File: config.mk
export PLATFORM = sky130hd
export DESIGN_NAME = seq_detector_prog
export DESIGN_NICKNAME = d
export VERILOG_FILES = /design/src/rtl/seq_detector_prog.sv
export SDC_FILE = /design/constraint.sdc
export NUM_CORES = 1
export LEC_CHECK = 0
export BUFFER_PORTS_ARGS = -buffer_cell sky130_fd_sc_hd__buf_4
export CORE_MARGIN = 3
export CORE_UTILIZATION = 60
export CTS_CLUSTER_DIAMETER = 120
export DETAILED_ROUTE_END_ITERATION = 12
export GPL_ROUTABILITY_DRIVEN = 0
export MAX_ROUTING_LAYER = met4
export PLACE_DENSITY = 0.91
export SYNTH_ARGS = -nofsm -noshare
export SYNTH_HDL_FRONTEND = slang
export SYNTH_SLANG_ARGS = --single-unit
File: constraint.sdc
create_clock -name clk -period 5.2 [get_ports clk]
set_input_delay 0.78 -clock clk [delete_from_list [all_inputs] [get_ports clk]]
set_output_delay 0.78 -clock clk [all_outputs]
set_load 0.03 [all_outputs]
File: src/rtl/seq_detector_prog.sv
// seq_detector_prog: programmable serial sequence detector with a registered match pulse and match counter.
// Optional build macro SEQ_DET_CNT_SAT_EN makes match_cnt saturate instead of wrap.
`default_nettype none

module seq_detector_prog #(
  parameter int               PAT_W       = 8,
  parameter int               LEN_W       = $clog2(PAT_W + 1),
  parameter int               CNT_W       = 8,
  parameter logic [PAT_W-1:0] DEF_PATTERN = PAT_W'(3),
  parameter logic [LEN_W-1:0] DEF_LEN     = LEN_W'(3),
  parameter logic             DEF_OVERLAP = 1'b1
) (
  input  logic             clk,
  input  logic             rst_n,
  input  logic             x,
  input  logic             x_valid,
  input  logic             cfg_load,
  input  logic [PAT_W-1:0] cfg_pattern,
  input  logic [LEN_W-1:0] cfg_len,
  input  logic             cfg_overlap,
  output logic             out,
  output logic [CNT_W-1:0] match_cnt
);

  localparam logic [LEN_W-1:0] PAT_W_L = LEN_W'(PAT_W);

  logic [PAT_W-1:0] pat_q, pat_d;
  logic [LEN_W-1:0] len_q, len_d;
  logic             ovl_q, ovl_d;
  logic [PAT_W-1:0] hist_q, hist_d;
  logic [LEN_W-1:0] fill_q, fill_d;
  logic             out_q, out_d;
  logic [CNT_W-1:0] match_cnt_q, match_cnt_d;

  logic [LEN_W-1:0] leff;
  logic [PAT_W-1:0] hist_shift;
  logic [LEN_W-1:0] fill_inc;
  logic [PAT_W-1:0] cmp_mask;
  logic             hit;
  logic [CNT_W-1:0] cnt_next;

  always_comb begin
    leff       = (len_q > PAT_W_L) ? PAT_W_L : len_q;
    hist_shift = {hist_q[PAT_W-2:0], x};
    fill_inc   = (fill_q == PAT_W_L) ? fill_q : fill_q + LEN_W'(1);
    cmp_mask   = '0;
    for (int i = 0; i < PAT_W; i++) begin
      cmp_mask[i] = (LEN_W'(i) < leff);
    end
    // Only the newest leff bits take part in the comparison.
    hit = (leff != '0) && (fill_inc >= leff) &&
          (((hist_shift ^ pat_q) & cmp_mask) == '0);
`ifdef SEQ_DET_CNT_SAT_EN
    cnt_next = (match_cnt_q == '1) ? match_cnt_q : match_cnt_q + CNT_W'(1);
`else
    cnt_next = match_cnt_q + CNT_W'(1);
`endif
  end

  always_comb begin
    pat_d       = pat_q;
    len_d       = len_q;
    ovl_d       = ovl_q;
    hist_d      = hist_q;
    fill_d      = fill_q;
    out_d       = 1'b0;
    match_cnt_d = match_cnt_q;
    if (cfg_load) begin
      pat_d       = cfg_pattern;
      len_d       = cfg_len;
      ovl_d       = cfg_overlap;
      hist_d      = '0;
      fill_d      = '0;
      match_cnt_d = '0;
    end else if (x_valid) begin
      out_d = hit;
      if (hit) begin
        match_cnt_d = cnt_next;
      end
      if (hit && !ovl_q) begin
        hist_d = '0;
        fill_d = '0;
      end else begin
        hist_d = hist_shift;
        fill_d = fill_inc;
      end
    end
  end

  always_ff @(posedge clk or negedge rst_n) begin
    if (!rst_n) begin
      pat_q       <= DEF_PATTERN;
      len_q       <= DEF_LEN;
      ovl_q       <= DEF_OVERLAP;
      hist_q      <= '0;
      fill_q      <= '0;
      out_q       <= 1'b0;
      match_cnt_q <= '0;
    end else begin
      pat_q       <= pat_d;
      len_q       <= len_d;
      ovl_q       <= ovl_d;
      hist_q      <= hist_d;
      fill_q      <= fill_d;
      out_q       <= out_d;
      match_cnt_q <= match_cnt_d;
    end
  end

  assign out       = out_q;
  assign match_cnt = match_cnt_q;

endmodule

`default_nettype wire
Word-level counts from Yosys, hierarchy flattened

Cells that the tools add are included.

$add $sub $neg: 2
Order comparisons: 10
Equality and inequality tests: 1
Multiplexer cells: 13
Bitwise operators: 2
Reductions and logical operators: 9

Operators with widths:

| kind                                                                | number |
|---|---|
| 8-bit two-way mux                                                   | 3 |
| 7-bit two-way mux                                                   | 3 |
| 4-bit two-way mux                                                   | 5 |
| 3-bit by 4-bit < comparator with 1-bit output, first input constant | 4 |
| 8-bit by 1-bit adder with 8-bit output, second input constant       | 1 |
| 8-bit bitwise AND                                                   | 1 |
| 8-bit logical NOT                                                   | 1 |
| 1-bit by 4-bit < comparator with 1-bit output, first input constant | 2 |
| 2-bit by 4-bit < comparator with 1-bit output, first input constant | 2 |
| 8-bit XOR                                                           | 1 |
| 4-bit by 1-bit adder with 4-bit output, second input constant       | 1 |
| 4-bit == test, second input constant                                | 1 |
| 4-bit >= comparator                                                 | 1 |
| 4-bit greater-than comparator, second input constant                | 1 |
| 2-bit nonzero test                                                  | 2 |
| 4-bit nonzero test                                                  | 1 |
| 1-bit logical AND                                                   | 3 |
| 1-bit two-way mux                                                   | 2 |
| 2-bit AND reduction                                                 | 1 |
| 1-bit logical NOT                                                   | 1 |

Flip-flop bits (word level): 33
Logic and storage cells: 44

Depth between registers and ports, before layout

Depth in word-level cells: 10
Gate-level depth with buffers: 12

Worst setup path after synthesis

Ideal clock, no wire load.

Path type: register -> register
Start: register fill_q[0]
End: register fill_q[1]
Library setup time: 0.066 ns
Data arrival time: 2.574 ns
Data required time: 5.134 ns
Setup slack: 2.559 ns
Cell stages (with the launch flop): 13
Path buffers: 1
Period minus slack after synthesis: 2.641 ns
Cells stage by stage: dfrtp_1 > inv_1 > ha_1 > nand2_1 > nor2_1 > xnor2_1 > ha_1 > nand2b_1 > a2111o_1 > and4_1 > a311oi_1 > buf_2 > a22o_1

Word-level cells in the longest chain between the ends: 9
Elaborated cells on any way between the ends: 10
Those cells by class: add/sub: 1; order compare: 1; eq/ne: 1; mux: 4; reduce/logical: 3

RTL lines:

| item                                                                           | RTL line | RTL |
|---|---|---|
| start: declaration                                                             | 31       | `logic [LEN_W-1:0] fill_q, fill_d;` |
| start signal: assignment                                                       | 104      | `fill_q <= fill_d;` |
| 4-bit by 1-bit adder with 4-bit output / 4-bit == test (equally long branches) | 45       | `fill_inc = (fill_q == PAT_W_L) ? fill_q : fill_q + LEN_W'(1);` |
| 4-bit two-way mux *                                                            | 45       |  |
| 4-bit >= comparator                                                            | 51       | `hit = (leff != '0) && (fill_inc >= leff) &&` |
| 1-bit logical AND (2 in a row)                                                 | 51       |  |
| 1-bit logical AND                                                              | 80       | `if (hit && !ovl_q) begin` |
| 4-bit two-way mux *                                                            | 80       |  |
| 4-bit two-way mux *                                                            | 75       | `end else if (x_valid) begin` |
| 4-bit two-way mux *                                                            | 68       | `if (cfg_load) begin` |

Every way passes the cells marked *; elsewhere a longest branch is shown, timed or not. The select of a mux whose other input is x is not followed.
A chain may end at the register's enable or synchronous reset.

Final worst setup path

Start: register fill_q[0]
End: register match_cnt_q[6] (netlist: match_cnt[6])

Word-level cells in the longest chain between the ends: 7
Elaborated cells on any way between the ends: 8
Those cells by class: add/sub: 1; order compare: 1; eq/ne: 1; mux: 1; reduce/logical: 4

RTL lines:

| item                                                                           | RTL line | RTL |
|---|---|---|
| 4-bit by 1-bit adder with 4-bit output / 4-bit == test (equally long branches) | 45       |  |
| 4-bit two-way mux *                                                            | 45       |  |
| 4-bit >= comparator *                                                          | 51       |  |
| 1-bit logical AND * (2 in a row)                                               | 51       |  |
| 2-bit nonzero test (no line) *                                                 | --       |  |
| 2-bit AND reduction (no line) *                                                | --       |  |
| end signal: assignment                                                         | 106      | `match_cnt_q <= match_cnt_d;` |
| end: declaration                                                               | 33       | `logic [CNT_W-1:0] match_cnt_q, match_cnt_d;` |

Every way passes the cells marked *; elsewhere a longest branch is shown, timed or not.

==> impl_metrics.csv <==
group,metric,value,unit
synth,number_of_synthesized_flops_with_an_enable_pin,0,
synth,post_synth_top_area_share,0.4037,
setup_path,cp_max_fo,9,
cells_and_area,antenna_diode_count,0,
floorplan,io_pins,27,
synth,mappedNetlistNets,178,
detailed_routing,wl_per_cell,16.89,µm
timing,finalSetupTns,0,ps
synth,area_fraction_in_compound_gates_after_synthesis,0.1291,
detailed_routing,detailedRoute.firstIterationViolations,80,
synth,post-synth-top-area-cell,"sky130_fd_sc_hd__dfrtp_1",
hold_path,hold_path_class,"primary input to asynchronous set/reset pin",
setup_path,critical_path_max_stage_delay,430,ps
synth,yosys.area_share.simple,0.1449,
synth,synth_most_common_cell,"sky130_fd_sc_hd__dfrtp_1",
setup_path,arrival,3180,ps
cells_and_area,fillerInstances,178,
global_route,grt_overflow_total,0,
timing,hold_viol,0,
setup_path,worst_setup_path_start_kind,"flop",
timing,headroom_to_the_max_slew_limit,0.4430,
setup_path,critical_path.top_delay_family,"simple AND/OR/NAND/NOR gates",
detailed_routing,drc_errors,0,
placed_design,place.port_buffers,26,
detailed_routing,drt.antenna.violating_nets,0,
synth,synth_mux_area_frac,0.1168,
global_route,grt_pass1_wl,5.913,mm
synth,synth_top_family_by_area,"simple AND/OR/NAND/NOR gates",
setup_path,endpoint,"match_cnt[6]$_DFFE_PN0P_",
cts,library_cell_used_as_clock_root_buffer,"sky130_fd_sc_hd__clkbuf_4",
cells_and_area,multi_input_comb_area,853.3,µm²
synth,synthTopCellsByCount,"28 x sky130_fd_sc_hd__dfrtp_1, 13 x sky130_fd_sc_hd__mux2_2, 11 x sky130_fd_sc_hd__a22o_1",
floorplan,initial_utilization,0.6643,
timing,setup_viol_count_final,0,
synth,synth.yosys.seq_area_share,0.4795,
cells_and_area,post_route_cells_drive_above_1_share,0.3005,
setup_path,reg2reg_setup_slack,2250,ps
synth,netlist_area,0.001735,mm²
cts,worst_setup_hold_path_clk_slew,100,ps
floorplan,placementRows,18,
placed_design,detailedPlacementHpwl,2.551,mm
cts,clkLatencyLatePin,340,ps
run_status,status,"finished, final reports clean",
setup_path,crit-reg2reg-launch,"fill_q[0]$_DFFE_PN0P_",
detailed_routing,drt-pass1-iter-count,4,
cells_and_area,finalNetCount,207,
synth,netlist_instances,153,
setup_path,reg_to_reg_endpoint,"match_cnt[6]$_DFFE_PN0P_",
cts,cts_sinks,33,
job,max-cap-violations,0,
power_and_ir_drop,p_leak,0.9437,nW
floorplan,die_width,59.78,µm
cells_and_area,final_core_util,0.7711,
floorplan,dieArea,0.003574,mm²
placed_design,placement.setup.worst_slack,2325,ps
detailed_routing,totalWireLength,3.598,mm
cts,ctsResizeCount,0,
cts,number_of_cts_inserted_buffers,5,
synth,synth_xor_xnor_area_share,0.05047,
synth,syn_area_per_cell,11.34,µm²
timing,rsz0062_at_grt,"false",
synth,yosys-top-cells-area,"sky130_fd_sc_hd__dfrtp_1 40%, sky130_fd_sc_hd__mux2_2 8.4%, sky130_fd_sc_hd__dfstp_2 7.6%, sky130_fd_sc_hd__a22o_1 5.6%, sky130_fd_sc_hd__ha_1 5.0%",
global_route,grt_antenna_before_repair,0,
synth,ys_seq_elements,33,
power_and_ir_drop,power_per_cell_area,257.0,mW/mm²
timing,worstMarginPinSlew,832.4,ps
cells_and_area,layout.area.seq,832.0,µm²
cts,cts_max_level,2,
timing,finalCritPeriodShare,0.5680,
timing,worst_clock_skew,8.314,ps
cts,post_cts_hold_buffer_count,0,
synth,synth_adder_area_share,0.05047,
detailed_routing,routed_via_count,1317,
setup_path,worstPathCellList,"inv_1 > ha_1 > nand2_1 > nand3_1 > o21ai_0 > ha_1 > o21ai_0 > a222oi_1 > nand4_2 > nor4_1 > mux2_1",
timing,count_of_final_max_slew_check_failures,0,
floorplan,die_height,59.78,µm
timing,timing.final.crit_period,2954,ps
setup_path,r2r.worst_path.cells,11,
setup_path,path_depth,11,
timing,layout_setup_ws,2246,ps
synth,postSynth.asyncResetShare,1.000,
global_route,via_count_of_the_first_global_routing_pass,1304,
timing,max_freq,338.6,MHz
detailed_routing,mean_number_of_vias_per_cell,6.183,
cells_and_area,flow.area_growth_from_synthesis,16.08,%
setup_path,crit_type,"flop to flop",
setup_path,worst_ep_required_time,5430,ps
cts,tritoncts,"done",
setup_path,critical_path_buf_inv_count,1,
cts,post_cts_buffers,0,
setup_path,crit_path_top_delay_cell,"sky130_fd_sc_hd__dfrtp_1",
global_route,groute.usage.overall,0.2350,
cts,cts_buffer_depth,2,
setup_path,crit_path_start,"fill_q[0]$_DFFE_PN0P_",
synth,ys.flop_type,"sky130_fd_sc_hd__dfrtp_1",
synth,synth.distinct_cells,37,
global_route,grt_max_degree,34,
floorplan,core_area,0.002613,mm²
setup_path,setup.worst_path.end_class,"flop",
synth,yosys_warnings,0,
power_and_ir_drop,vdd_drop_max,0.0002858,V
==> registers in the layout (all words and copies together) (netlist names) <==
register	count
ovl_q	1
pat_q	8
hist_q	7
out	1
match_cnt	8
len_q	4
fill_q	4
==> worst min-delay path by stage <==
stage | endpoint | slack (ps)
6_report | fill_q[1]$_DFFE_PN0P_ | 360
3_3_place_gp | hist_q[6]$_DFFE_PN0P_ | 500
3_5_place_dp | ovl_q$_DFFE_PN1P_ | 500
4_1_cts | pat_q[6]$_DFFE_PN0P_ | 360
5_1_grt | pat_q[6]$_DFFE_PN0P_ | 370
2_1_floorplan | ovl_q$_DFFE_PN1P_ | 460
==> cell type report <==
cell class | instances | share of cell area
clock buffers | 8 | 0.02919
well taps | 30 | 0.01863
inverters | 8 | 0.01491
multi-input cells | 107 | 0.4236
repair buffers | 27 | 0.1006
flip-flops and latches | 33 | 0.4130
==> metal layers <==
metal	vias to the layer above	share of wire	global-route usage
li1	623	-	-
met1	653	0.42	0.2967
met2	34	0.50	0.3395
met3	7	0.058	0.06479
met4	0	0.022	0.1297
met5	-	0	-
==> layout by cell type, fill, tap and decap left out, drive strengths merged, types with 2 or more instances in the layout <==
master	netlist	routed
nor2b	7	7
buf	2	27
o21ai	6	6
clkbuf	3	8
a21oi	2	2
nor2	9	9
xor2	5	5
nand2b	2	2
ha	7	7
nand4	3	3
a22o	11	11
dfrtp	28	28
xnor2	5	5
mux2	18	18
nor4	6	6
dfstp	5	5
o31ai	3	3
and3	2	2
nand2	4	4
inv	7	7
nand3	7	7
==> through the flow <==
stage               power [mW]  instance area (µm²)  cells  hold slack [ps]
finish                  0.5177                 2014    213            359.0
global route            0.5402                 2014    213            370.7
CTS                     0.5211                 2014    213            364.5
detailed placement      0.3709                 1956    205            503.3
global placement        0.3667                 1956    205            502.6
floorplan               0.3406                 1735    153            459.8
==> kinds of logic (layout without fill, tap and decap cells) <==
| logic type | count (synthesis) | after routing |
|---|---|---|
| xor gates and xnor gates | 10 | 10 |
| DFF | 33 | 33 |
| buffers and inverters | 13 | 43 |
| adders and majority gates | 7 | 7 |
| AOI/OAI and AO/OA | 28 | 28 |
| and+or+nand+nor | 44 | 44 |
| muxes | 18 | 18 |
==> power by group <==
group | total, mW | internal (mW) | switching [mW]
clock | 0.150 | 0.0666 | 0.0838
sequential | 0.285 | 0.272 | 0.0130
combinational | 0.0823 | 0.0390 | 0.0433
==> worst register-to-register path, delay by kind of cell, from the launching register on <==
kind	cells	cell delay, ps
buffers and inverters	1	110
adders and majority gates	2	450
AOI/OAI and AO/OA	3	610
and+or+nand+nor	4	900
DFF	1	430
muxes	1	360
No activity file was read; power rests on OpenSTA's default activity.
